## src/rtl/fifo_pkg.sv

```systemverilog
`default_nettype none
// ============================================================================
//  Module      : fifo_pkg
//  Description : Shared sizing defaults for the FIFO memory and its
//                read/write controllers.
//  Revision    : 1.0 - initial release
// ============================================================================
package fifo_pkg;
    parameter int ADDR_WIDTH = 4;
    parameter int DATA_WIDTH = 8;
endpackage : fifo_pkg
`default_nettype wire

```

## src/rtl/fifo_rd_ctrl_if.sv

```systemverilog
`default_nettype none
// ============================================================================
//  Module      : fifo_rd_ctrl_if
//  Description : First-word-fall-through valid/ready stream carrying FIFO
//                entries from the read controller to its consumer.
//  Revision    : 1.0 - initial release
// ============================================================================
interface fifo_rd_ctrl_if #(
    parameter int DATA_WIDTH = fifo_pkg::DATA_WIDTH
);
    logic                  m_valid;
    logic                  m_ready;
    logic [DATA_WIDTH-1:0] m_data;

    // Producer side: the read controller
    modport master (
        output m_valid,
        output m_data,
        input  m_ready
    );

    // Consumer side
    modport slave (
        input  m_valid,
        input  m_data,
        output m_ready
    );
endinterface : fifo_rd_ctrl_if
`default_nettype wire

```

## src/rtl/fifo_rd_ctrl.sv

```systemverilog
`default_nettype none
// ============================================================================
//  Module      : fifo_rd_ctrl
//  Description : Read-side controller of the single-clock FIFO. Issues memory
//                reads while entries remain, absorbs the one-cycle registered
//                read latency in a 2-entry skid buffer and presents entries
//                in order on a first-word-fall-through valid/ready stream.
//  Revision    : 1.0 - initial release
// ============================================================================
module fifo_rd_ctrl #(
    parameter int ADDR_WIDTH = fifo_pkg::ADDR_WIDTH,
    parameter int DATA_WIDTH = fifo_pkg::DATA_WIDTH
) (
    input  logic                  rd_clk,
    input  logic                  rd_rst,
    input  logic [ADDR_WIDTH:0]   wr_ptr,
    output logic [ADDR_WIDTH:0]   rd_ptr,
    output logic [ADDR_WIDTH-1:0] mem_rd_addr,
    input  logic [DATA_WIDTH-1:0] mem_rd_data,
    fifo_rd_ctrl_if.master        m_if,
    output logic [ADDR_WIDTH:0]   level,
    output logic                  empty,
    output logic                  ptr_err
);

    localparam int PTR_W = ADDR_WIDTH + 1;
    localparam logic [PTR_W-1:0] c_DEPTH = PTR_W'(1) << ADDR_WIDTH;

    // Registered state
    logic [PTR_W-1:0]      rd_ptr_q,   rd_ptr_d;
    logic                  inflight_q, inflight_d;
    logic [1:0]            occ_q,      occ_d;
    logic [DATA_WIDTH-1:0] head_q,     head_d;
    logic [DATA_WIDTH-1:0] tail_q,     tail_d;
    logic                  ptr_err_q,  ptr_err_d;

    // Decode
    logic [PTR_W-1:0] w_ptr_diff;
    logic             w_mem_empty;
    logic             w_valid;
    logic             w_pop;
    logic [2:0]       w_pending;
    logic             w_fetch;

    assign w_ptr_diff  = wr_ptr - rd_ptr_q;
    assign w_mem_empty = (wr_ptr == rd_ptr_q);
    assign w_valid     = (occ_q != 2'd0);
    assign w_pop       = w_valid && m_if.m_ready;

    // Entries the buffer will hold once this cycle's capture and pop settle;
    // a new fetch is allowed only if its data will still find a free slot.
    assign w_pending   = {1'b0, occ_q} + {2'b00, inflight_q} - {2'b00, w_pop};
    assign w_fetch     = !w_mem_empty && (w_pending < 3'd2);

    // Next-state: pointer advance, in-flight tracking and skid-buffer update
    always_comb begin
        rd_ptr_d   = rd_ptr_q;
        inflight_d = w_fetch;
        occ_d      = occ_q;
        head_d     = head_q;
        tail_d     = tail_q;
        ptr_err_d  = ptr_err_q | (w_ptr_diff > c_DEPTH);

        if (w_fetch) begin
            rd_ptr_d = rd_ptr_q + PTR_W'(1);
        end

        case ({w_pop, inflight_q})
            2'b10: begin
                // Pop only: second entry (if any) moves up to head
                head_d = tail_q;
                occ_d  = occ_q - 2'd1;
            end
            2'b01: begin
                // Capture only: append behind the existing entries
                if (occ_q == 2'd0) begin
                    head_d = mem_rd_data;
                end else begin
                    tail_d = mem_rd_data;
                end
                occ_d = occ_q + 2'd1;
            end
            2'b11: begin
                // Pop and capture together: occupancy unchanged, order kept
                if (occ_q == 2'd1) begin
                    head_d = mem_rd_data;
                end else begin
                    head_d = tail_q;
                    tail_d = mem_rd_data;
                end
            end
            default: begin
            end
        endcase
    end

    // State registers with synchronous reset discarding buffered/in-flight data
    always_ff @(posedge rd_clk) begin
        if (rd_rst) begin
            rd_ptr_q   <= '0;
            inflight_q <= 1'b0;
            occ_q      <= 2'd0;
            head_q     <= '0;
            tail_q     <= '0;
            ptr_err_q  <= 1'b0;
        end else begin
            rd_ptr_q   <= rd_ptr_d;
            inflight_q <= inflight_d;
            occ_q      <= occ_d;
            head_q     <= head_d;
            tail_q     <= tail_d;
            ptr_err_q  <= ptr_err_d;
        end
    end

    // Outputs
    assign rd_ptr       = rd_ptr_q;
    assign mem_rd_addr  = rd_ptr_q[ADDR_WIDTH-1:0];
    assign m_if.m_valid = w_valid;
    assign m_if.m_data  = head_q;
    assign empty        = !w_valid;
    assign ptr_err      = ptr_err_q;
    // Entries still in memory, plus one being fetched, plus those buffered
    assign level        = w_ptr_diff + PTR_W'(inflight_q) + PTR_W'(occ_q);

endmodule : fifo_rd_ctrl
`default_nettype wire

```

## src/flat_wrapper.sv

```systemverilog
// flat-port wrapper written by rule: the top's interface ports become plain ports
module fifo_rd_ctrl_flat 
#(
    parameter int ADDR_WIDTH = fifo_pkg::ADDR_WIDTH,
    parameter int DATA_WIDTH = fifo_pkg::DATA_WIDTH
)
  (rd_clk, rd_rst, wr_ptr, rd_ptr, mem_rd_addr, mem_rd_data, level, empty, ptr_err, m_if_m_valid, m_if_m_data, m_if_m_ready);
  fifo_rd_ctrl_if #(.DATA_WIDTH(DATA_WIDTH)) m_if_i ();
  input  logic rd_clk;
  input  logic rd_rst;
  input  logic [ADDR_WIDTH:0] wr_ptr;
  output logic [ADDR_WIDTH:0] rd_ptr;
  output logic [ADDR_WIDTH-1:0] mem_rd_addr;
  input  logic [DATA_WIDTH-1:0] mem_rd_data;
  output logic [ADDR_WIDTH:0] level;
  output logic empty;
  output logic ptr_err;
  output wire logic [$bits(m_if_i.m_valid)-1:0] m_if_m_valid;
  output wire logic [$bits(m_if_i.m_data)-1:0] m_if_m_data;
  input wire logic [$bits(m_if_i.m_ready)-1:0] m_if_m_ready;
  assign m_if_m_valid = m_if_i.m_valid;
  assign m_if_m_data = m_if_i.m_data;
  assign m_if_i.m_ready = m_if_m_ready;
  fifo_rd_ctrl #(.ADDR_WIDTH(ADDR_WIDTH), .DATA_WIDTH(DATA_WIDTH)) u_core (.rd_clk(rd_clk), .rd_rst(rd_rst), .wr_ptr(wr_ptr), .rd_ptr(rd_ptr), .mem_rd_addr(mem_rd_addr), .mem_rd_data(mem_rd_data), .m_if(m_if_i), .level(level), .empty(empty), .ptr_err(ptr_err));
endmodule
```

## config.mk

```make
export PLATFORM = sky130hd
export DESIGN_NAME = fifo_rd_ctrl_flat
export DESIGN_NICKNAME = d
export VERILOG_FILES = /design/src/rtl/fifo_pkg.sv /design/src/rtl/fifo_rd_ctrl_if.sv /design/src/rtl/fifo_rd_ctrl.sv /design/src/flat_wrapper.sv
export SDC_FILE = /design/constraint.sdc
export NUM_CORES = 1
export LEC_CHECK = 0
export BUFFER_PORTS_ARGS = -buffer_cell sky130_fd_sc_hd__buf_4
export CAP_MARGIN = 20
export CORE_ASPECT_RATIO = 1.2
export CORE_MARGIN = 10
export CORE_UTILIZATION = 30
export DETAILED_ROUTE_END_ITERATION = 10
export GPL_TIMING_DRIVEN = 0
export SYNTH_ARGS = -nofsm -noshare
export SYNTH_HDL_FRONTEND = slang
export SYNTH_SLANG_ARGS = --single-unit
```

## constraint.sdc

```tcl
create_clock -name rd_clk -period 8.3 [get_ports rd_clk]
set_clock_uncertainty 0.15 [all_clocks]
set_input_delay 2.075 -clock rd_clk [delete_from_list [all_inputs] [get_ports rd_clk]]
set_output_delay 2.075 -clock rd_clk [all_outputs]
set_load 0.05 [all_outputs]
```

==> results of run 1 <==
[Yosys cell counts]
library cell | number | share of area, %
sky130_fd_sc_hd__dfxtp_1 | 25 | 35
sky130_fd_sc_hd__nor2_1 | 23 | 6.0
sky130_fd_sc_hd__inv_1 | 15 | 3.9
sky130_fd_sc_hd__ha_1 | 11 | 9.5
sky130_fd_sc_hd__mux2i_1 | 10 | 6.9
sky130_fd_sc_hd__a22oi_1 | 9 | 4.7
sky130_fd_sc_hd__a211oi_1 | 8 | 4.1
sky130_fd_sc_hd__a21oi_1 | 5 | 1.7
sky130_fd_sc_hd__xor2_1 | 5 | 3.0
sky130_fd_sc_hd__buf_4 | 4 | 2.1
sky130_fd_sc_hd__fa_1 | 4 | 5.5
sky130_fd_sc_hd__xnor2_1 | 4 | 2.4
sky130_fd_sc_hd__clkbuf_1 | 3 | 0.78
sky130_fd_sc_hd__nand2b_1 | 3 | 1.3
sky130_fd_sc_hd__nand3_1 | 3 | 1.0
sky130_fd_sc_hd__o21ai_0 | 3 | 1.0
sky130_fd_sc_hd__a21o_1 | 2 | 1.0
sky130_fd_sc_hd__nor2b_1 | 2 | 0.86
sky130_fd_sc_hd__a221oi_1 | 1 | 0.60
sky130_fd_sc_hd__buf_2 | 1 | 0.34
sky130_fd_sc_hd__nand2_1 | 1 | 0.26
sky130_fd_sc_hd__nand3b_1 | 1 | 0.52
sky130_fd_sc_hd__nand4_1 | 1 | 0.43
sky130_fd_sc_hd__nor4b_1 | 1 | 0.60
sky130_fd_sc_hd__nor4bb_1 | 1 | 0.69
sky130_fd_sc_hd__o2111ai_1 | 1 | 0.60
sky130_fd_sc_hd__o211ai_4 | 1 | 1.5
sky130_fd_sc_hd__o21ai_1 | 1 | 0.34
sky130_fd_sc_hd__o21ai_2 | 1 | 0.60
sky130_fd_sc_hd__or3_1 | 1 | 0.43
sky130_fd_sc_hd__or4_1 | 1 | 0.52
sky130_fd_sc_hd__xnor2_2 | 1 | 1.1
sky130_fd_sc_hd__xor2_2 | 1 | 1.1
[cell type report]
type	count	area, µm²
Inverter	15	56.3
Clock buffer	4	45.0
Fill cell	487	2770
Timing Repair Buffer	39	293
Multi-Input combinational cell	106	847
Sequential cell	25	500
Buffer	8	46.3
Tap cell	58	72.6
[kinds of logic after synthesis]
group                    after synthesis
buffers and inverters                 23
adder cells (fa/ha/maj)               15
multiplexers                          10
AND/OR/NAND/NOR                       38
XOR/XNOR                              11
flip-flops                            25
AO/OA/AOI/OAI                         32
[power breakdown]
part | internal (mW) | switching [mW]
clock network | 0.0343 | 0.0372
registers | 0.152 | 0.0234
logic | 0.170 | 0.311
[per-stage QoR]
stage | area, µm² | std cells | hold WS [ns] | util, %
floorplan | 1450 | 154 | 0.314 | -
global placement | 1820 | 251 | 0.326 | 39.2
detailed placement | 1820 | 251 | 0.337 | 39.2
CTS | 1860 | 255 | 0.355 | 40.2
global route | 1860 | 255 | 0.376 | 40.2
finish | 1860 | 255 | 0.342 | 40.2
[critical path, stage by stage]
cell and delay (ns):
sky130_fd_sc_hd__buf_4 0.11, sky130_fd_sc_hd__inv_1 0.05, sky130_fd_sc_hd__ha_1 0.15, sky130_fd_sc_hd__inv_1 0.05, sky130_fd_sc_hd__fa_1 0.56, sky130_fd_sc_hd__inv_1 0.08
sky130_fd_sc_hd__fa_1 0.43, sky130_fd_sc_hd__nor4bb_1 0.35, sky130_fd_sc_hd__xnor2_1 0.16, sky130_fd_sc_hd__buf_4 0.21
[worst min-delay path by stage]
stage / end / slack [ns] / from
after floorplan: u_core.tail_q[0]$_SDFFE_PP0P_ / 0.31 / u_core.tail_q[0]$_SDFFE_PP0P_
after global placement: u_core.tail_q[4]$_SDFFE_PP0P_ / 0.33 / u_core.tail_q[4]$_SDFFE_PP0P_
after detailed placement: u_core.tail_q[6]$_SDFFE_PP0P_ / 0.34 / u_core.tail_q[6]$_SDFFE_PP0P_
after CTS: u_core.ptr_err$_SDFF_PP0_ / 0.35 / u_core.ptr_err$_SDFF_PP0_
after global routing: u_core.m_if.m_data[4]$_SDFFE_PP0P_ / 0.38 / u_core.m_if.m_data[4]$_SDFFE_PP0P_
final: u_core.ptr_err$_SDFF_PP0_ / 0.34 / u_core.ptr_err$_SDFF_PP0_
[flip-flops by register name, summed over array words and instances, names as in the netlist]
register and flops:
u_core.rd_ptr 5, u_core.inflight_q 1, u_core.tail_q 8, u_core.m_if.m_data 8
u_core.occ_q 2, u_core.ptr_err 1
[routing by layer]
layer	wire [µm]	track usage (%)	part of all wire [%]	vias to the layer above
met1	1470	9.45	44	534
met5	0	0	0	-
met2	1510	14.2	45	32
met3	343	3.80	10	5
met4	40	2.65	1.2	0
li1	-	-	-	613
==> impl_metrics.env, run 1 <==
export IMPL_run_status="completed"
export IMPL_first_iter_violations=29
export IMPL_initial_core_util_pct=31.3
export IMPL_core_rowCount=27
export IMPL_number_of_cells_on_the_worst_reg_to_reg_path=11
export IMPL_grt_first_pass_wirelength_mm=5.69
export IMPL_synth_yosys_seq_area_share_pct=34.5
export IMPL_yosys_area_share_simple_pct=12.6
export IMPL_layout_commonest_cell="sky130_fd_sc_hd__buf_4"
export IMPL_timing_slew_headroom_pct=51.9
export IMPL_worst_r2r_endpoint="u_core.rd_ptr[4]$_SDFFE_PP0P_"
export IMPL_unrepaired_setup_endpoints_after_global_routing="no"
export IMPL_regToRegSetupSlack_ns=5.18
export IMPL_portBuffers=39
export IMPL_final_layout_size_suffix_gt1_share_pct=25.9
export IMPL_synth_fp_nets=185
export IMPL_cts_hold_buffers_added=0
export IMPL_max_slew_worst_pin_slew_ns=0.702
export IMPL_finalWorstSetupSlack_ns=1.86
export IMPL_min_period_ns=6.44
export IMPL_power_density_cell_area_nw_per_um2=391
export IMPL_clock_tree_root_cell="sky130_fd_sc_hd__clkbuf_8"
export IMPL_syn_instance_count=154
export IMPL_clkSinkCount=25
export IMPL_fin_tns_setup_ns=0
export IMPL_drc=0
export IMPL_drt_vias_per_instance=4.64
export IMPL_yosys_area_share_xor_xnor_pct=7.68
export IMPL_critPathCaptureType="output port"
export IMPL_cts_tree="yes"
export IMPL_critical_path_peak_fanout=3
export IMPL_worstSetupPathType="in2out"
export IMPL_design_die_area_um2=8030
export IMPL_setup_viol=0
export IMPL_max_cap_violations=0
export IMPL_main_combinational_cell_family_by_area_after_synthesis="compound AO/OA/AOI/OAI gates"
export IMPL_most_common_layout_cells="sky130_fd_sc_hd__buf_4 (43), sky130_fd_sc_hd__dfxtp_1 (25), sky130_fd_sc_hd__nor2_1 (23)"
export IMPL_preCtsSetupSlack_ns=1.84
export IMPL_pre_repair_dr_iteration_count=4
export IMPL_cts_repair_timing_setup_buffer_count=0
export IMPL_area_delta_synth_final_pct=28.3
export IMPL_fin_total_pwr_mw=0.727
export IMPL_core_area_um2=4630
export IMPL_vias_in_the_first_global_route=1256
export IMPL_timing_hold_worst_path_depth=2
export IMPL_p_leak_nw=0.860
export IMPL_timing_critical_path_from_type="input pin"
export IMPL_wire_per_inst_um=13.2
export IMPL_floorplan_die_width_um=83.5
export IMPL_ctsResizeCount=0
export IMPL_yosys_area_share_adder_pct=15.0
export IMPL_hold_path_class="reg2reg"
export IMPL_synth_mux_area_share_pct=6.90
export IMPL_rr_startpoint="u_core.occ_q[1]$_SDFFE_PP0N_"
export IMPL_cts_buffers_inserted=3
export IMPL_globalRoute_totalOverflow=0
export IMPL_largest_net_degree_at_the_start_of_global_routing=14
export IMPL_avgSynthCellArea_um2=9.42
export IMPL_vdd_ir_drop_worst_uv=143
export IMPL_cp_arrival_ns=4.22
export IMPL_drv_slew=0
export IMPL_number_of_antenna_violations_at_the_first_check_in_global_routing=0
export IMPL_postSynthRegisterBits=25
export IMPL_worst_endpoint_required_ns=6.08
export IMPL_detailed_place_hpwl_mm=2.72
export IMPL_place_congestion=0.785
export IMPL_fin_nets=229
export IMPL_ys_types=33
export IMPL_antenna_diode_count=0
export IMPL_num_io_pins=41
export IMPL_detail_route_antenna_nets=0
export IMPL_final_cycle_utilization_of_the_critical_path_pct=77.6
export IMPL_floorplan_die_height_um=96.2
export IMPL_fmax_mhz=155
export IMPL_finalHoldViolations=0
export IMPL_htreeDepth=1
export IMPL_destination_of_the_critical_timing_path="level[4]"
export IMPL_clock_tree_buffer_depth=2
export IMPL_vias=1184
export IMPL_synth_yosys_warnings=0
export IMPL_setup_worst_path_start="wr_ptr[0]"
export IMPL_synth_cell_area_um2=1450
export IMPL_synth_compound_area_share_pct=16.2
export IMPL_worstSkewPairLatency_ns=0.26
export IMPL_clkSlewWorstSetupHoldPaths_ns=0.08
export IMPL_route_final_wire_length_mm=3.36
export IMPL_grt_usage_pct=8.45
(Power assumes the default switching activity.)
==> run 2, diff against run 1 <==
--- a/config.mk
+++ b/config.mk
@@ -5,6 +5,7 @@
 export SDC_FILE = /design/constraint.sdc
 export NUM_CORES = 1
 export LEC_CHECK = 0
+export ABC_AREA = 1
 export BUFFER_PORTS_ARGS = -buffer_cell sky130_fd_sc_hd__buf_4
 export CAP_MARGIN = 20
 export CORE_ASPECT_RATIO = 1.2
==> constraint.sdc (replaced) <==
create_clock -name rd_clk -period 6.64 [get_ports rd_clk]
set_clock_uncertainty 0.15 [all_clocks]
set_input_delay 1.66 -clock rd_clk [delete_from_list [all_inputs] [get_ports rd_clk]]
set_output_delay 1.66 -clock rd_clk [all_outputs]
set_load 0.05 [all_outputs]
==> impl_metrics.env, run 2 <==
export IMPL_clock_tree_root_cell="sky130_fd_sc_hd__clkbuf_8"
export IMPL_floorplan_die_width_um=85.9
export IMPL_fillerInstances=537
export IMPL_clock_tree_buffer_depth=2
export IMPL_synth_fp_nets=242
export IMPL_fin_nets=287
export IMPL_layout_commonest_cell="sky130_fd_sc_hd__inv_1"
export IMPL_place_congestion=0.766
export IMPL_worst_r2r_endpoint="u_core.rd_ptr[0]$_SDFFE_PP0P_"
export IMPL_cts_hold_buffers_added=0
export IMPL_cts_tree="yes"
export IMPL_initial_core_util_pct=31.4
export IMPL_clkSinkCount=25
export IMPL_ys_types=23
export IMPL_hold_path_class="reg2reg"
export IMPL_globalRoute_totalOverflow=0
export IMPL_cts_repair_timing_setup_buffer_count=0
export IMPL_synth_yosys_seq_area_share_pct=32.0
export IMPL_most_common_layout_cells="sky130_fd_sc_hd__inv_1 (49), sky130_fd_sc_hd__buf_4 (45), sky130_fd_sc_hd__o21ai_0 (25), sky130_fd_sc_hd__dfxtp_1 (25), sky130_fd_sc_hd__nand2_1 (23)"
export IMPL_avgSynthCellArea_um2=7.41
export IMPL_syn_instance_count=211
export IMPL_design_die_area_um2=8510
export IMPL_most_numerous_cell_in_the_yosys_netlist="sky130_fd_sc_hd__inv_1"
export IMPL_area_sequential_um2=500
export IMPL_timing_critical_path_from_type="input pin"
export IMPL_detail_route_antenna_nets=0
export IMPL_clkSlewWorstSetupHoldPaths_ns=0.09
export IMPL_worst_endpoint_required_ns=4.83
export IMPL_rr_startpoint="u_core.occ_q[1]$_SDFFE_PP0N_"
export IMPL_regToRegSetupSlack_ns=3.71
export IMPL_hold_path_startpoint="u_core.tail_q[0]$_SDFFE_PP0P_"
export IMPL_multi_input_comb_area_um2=822
export IMPL_finalWorstSetupSlack_ns=1.28
export IMPL_synth_top_area_cell="sky130_fd_sc_hd__dfxtp_1"
export IMPL_synth_yosys_warnings=0
export IMPL_detailed_place_hpwl_mm=2.90
export IMPL_postSynthRegisterBits=25
export IMPL_antenna_diode_count=0
export IMPL_area_delta_synth_final_pct=27.1
export IMPL_timing_slew_headroom_pct=72.3
export IMPL_cp_arrival_ns=3.55
export IMPL_worstSetupPathType="in2out"
export IMPL_portBuffers=40
export IMPL_synth_top_cells_by_area="sky130_fd_sc_hd__dfxtp_1 (32%), sky130_fd_sc_hd__inv_1 (12%), sky130_fd_sc_hd__ha_1 (8.8%)"
export IMPL_synthTopCellsByCount="sky130_fd_sc_hd__inv_1 (49), sky130_fd_sc_hd__dfxtp_1 (25), sky130_fd_sc_hd__o21ai_0 (25), sky130_fd_sc_hd__nand2_1 (23), sky130_fd_sc_hd__a21oi_1 (18)"
export IMPL_critPathCaptureType="output port"
export IMPL_number_of_antenna_violations_at_the_first_check_in_global_routing=0
export IMPL_min_period_ns=5.36
export IMPL_run_status="completed"
export IMPL_max_cap_violations=0
export IMPL_netlist_area_leader_share_pct=32.0
export IMPL_synth_edf_count=0
export IMPL_core_rowCount=28
export IMPL_htreeDepth=1
export IMPL_core_area_um2=4970
export IMPL_vias=1389
export IMPL_fmax_mhz=187
export IMPL_synth_flop_cell="sky130_fd_sc_hd__dfxtp_1"
export IMPL_synth_cell_area_um2=1560
export IMPL_preCtsSetupSlack_ns=1.26
export IMPL_num_io_pins=41
export IMPL_setup_viol=0
export IMPL_largest_net_degree_at_the_start_of_global_routing=16
export IMPL_wire_per_inst_um=11.3
export IMPL_critical_path_peak_fanout=2
export IMPL_drv_slew=0
export IMPL_number_of_cells_on_the_worst_reg_to_reg_path=14
export IMPL_final_layout_size_suffix_gt1_share_pct=22.0
export IMPL_vias_in_the_first_global_route=1376
export IMPL_unrepaired_setup_endpoints_after_global_routing="no"
export IMPL_worstSkewPairLatency_ns=0.27
export IMPL_grt_first_pass_wirelength_mm=6.13
export IMPL_ctsResizeCount=0
export IMPL_timing_hold_worst_path_depth=2
export IMPL_grt_usage_pct=8.42
export IMPL_max_slew_worst_pin_slew_ns=0.416
export IMPL_drc=0
export IMPL_hold_path_end="u_core.tail_q[0]$_SDFFE_PP0P_"
export IMPL_floorplan_die_height_um=99.1
export IMPL_pre_repair_dr_iteration_count=4
export IMPL_final_cycle_utilization_of_the_critical_path_pct=80.7
export IMPL_fin_tns_setup_ns=0
export IMPL_cts_buffers_inserted=3
export IMPL_drt_vias_per_instance=4.41
export IMPL_finalHoldViolations=0
export IMPL_route_final_wire_length_mm=3.55
export IMPL_first_iter_violations=58
export IMPL_synthArstFlopShare_pct=0
[run 2: routing by layer]
| metal | vias to the layer above | global-route usage [%] | wire length, µm |
|---|---|---|---|
| met5 | - | 0 | 0 |
| met4 | 0 | 3.30 | 28 |
| met3 | 2 | 3.46 | 292 |
| met2 | 37 | 12.8 | 1550 |
| met1 | 600 | 10.2 | 1680 |
| li1 | 750 | - | - |
[run 2: stage by stage]
stage          util [%]  area (µm²)  cells  hold WS, ns
6_report           39.9        1990    315        0.308
5_1_grt            39.9        1990    315        0.341
4_1_cts            39.9        1990    315        0.316
3_5_place_dp       39.0        1940    311        0.299
3_3_place_gp       39.0        1940    311        0.297
2_1_floorplan         -        1560    211        0.275
[run 2: cell families (layout without fill, tap and decap cells)]
logic type	count (synthesis)	count (layout)	synth area share (%)
fa+ha+maj	15	15	13.9
compound gates	59	59	21.1
simple gates	47	47	13.1
xor+xnor	8	8	4.48
flops	25	25	32.0
buf+inv	57	101	15.4
[run 2: cell type report]
cell class / instances / area share [%]
timing repair buffer: 40 / 15.1
clock buffer: 3 / 2.08
buffer: 7 / 2.64
inverter: 50 / 9.45
tap: 60 / 3.78
multi-input combinational: 129 / 41.4
clock inverter: 1 / 0.378
sequential: 25 / 25.2
[run 2: worst max path at each step]
stage | to | depth (start not counted) | from | slack, ns
detailed placement | level[4] | 11 | wr_ptr[0] | 1.26
floorplan | level[4] | 9 | wr_ptr[0] | 0.99
global placement | level[4] | 11 | wr_ptr[0] | 1.25
finish | level[4] | 11 | wr_ptr[0] | 1.28
global route | level[4] | 11 | wr_ptr[0] | 1.12
CTS | level[4] | 11 | wr_ptr[0] | 1.26
[run 2: critical path, stage by stage]
cell and delay [ns]:
sky130_fd_sc_hd__buf_4 0.11, sky130_fd_sc_hd__inv_1 0.04, sky130_fd_sc_hd__ha_1 0.13, sky130_fd_sc_hd__inv_1 0.05, sky130_fd_sc_hd__fa_1 0.52, sky130_fd_sc_hd__inv_1 0.08
sky130_fd_sc_hd__fa_1 0.43, sky130_fd_sc_hd__nor2_1 0.12, sky130_fd_sc_hd__nand2_1 0.07, sky130_fd_sc_hd__xnor2_1 0.13, sky130_fd_sc_hd__buf_4 0.21
Power of run 2 is left out: the tool's default activity adds up to more than one toggle a clock period on the data nets, which glitch-free logic cannot reach.
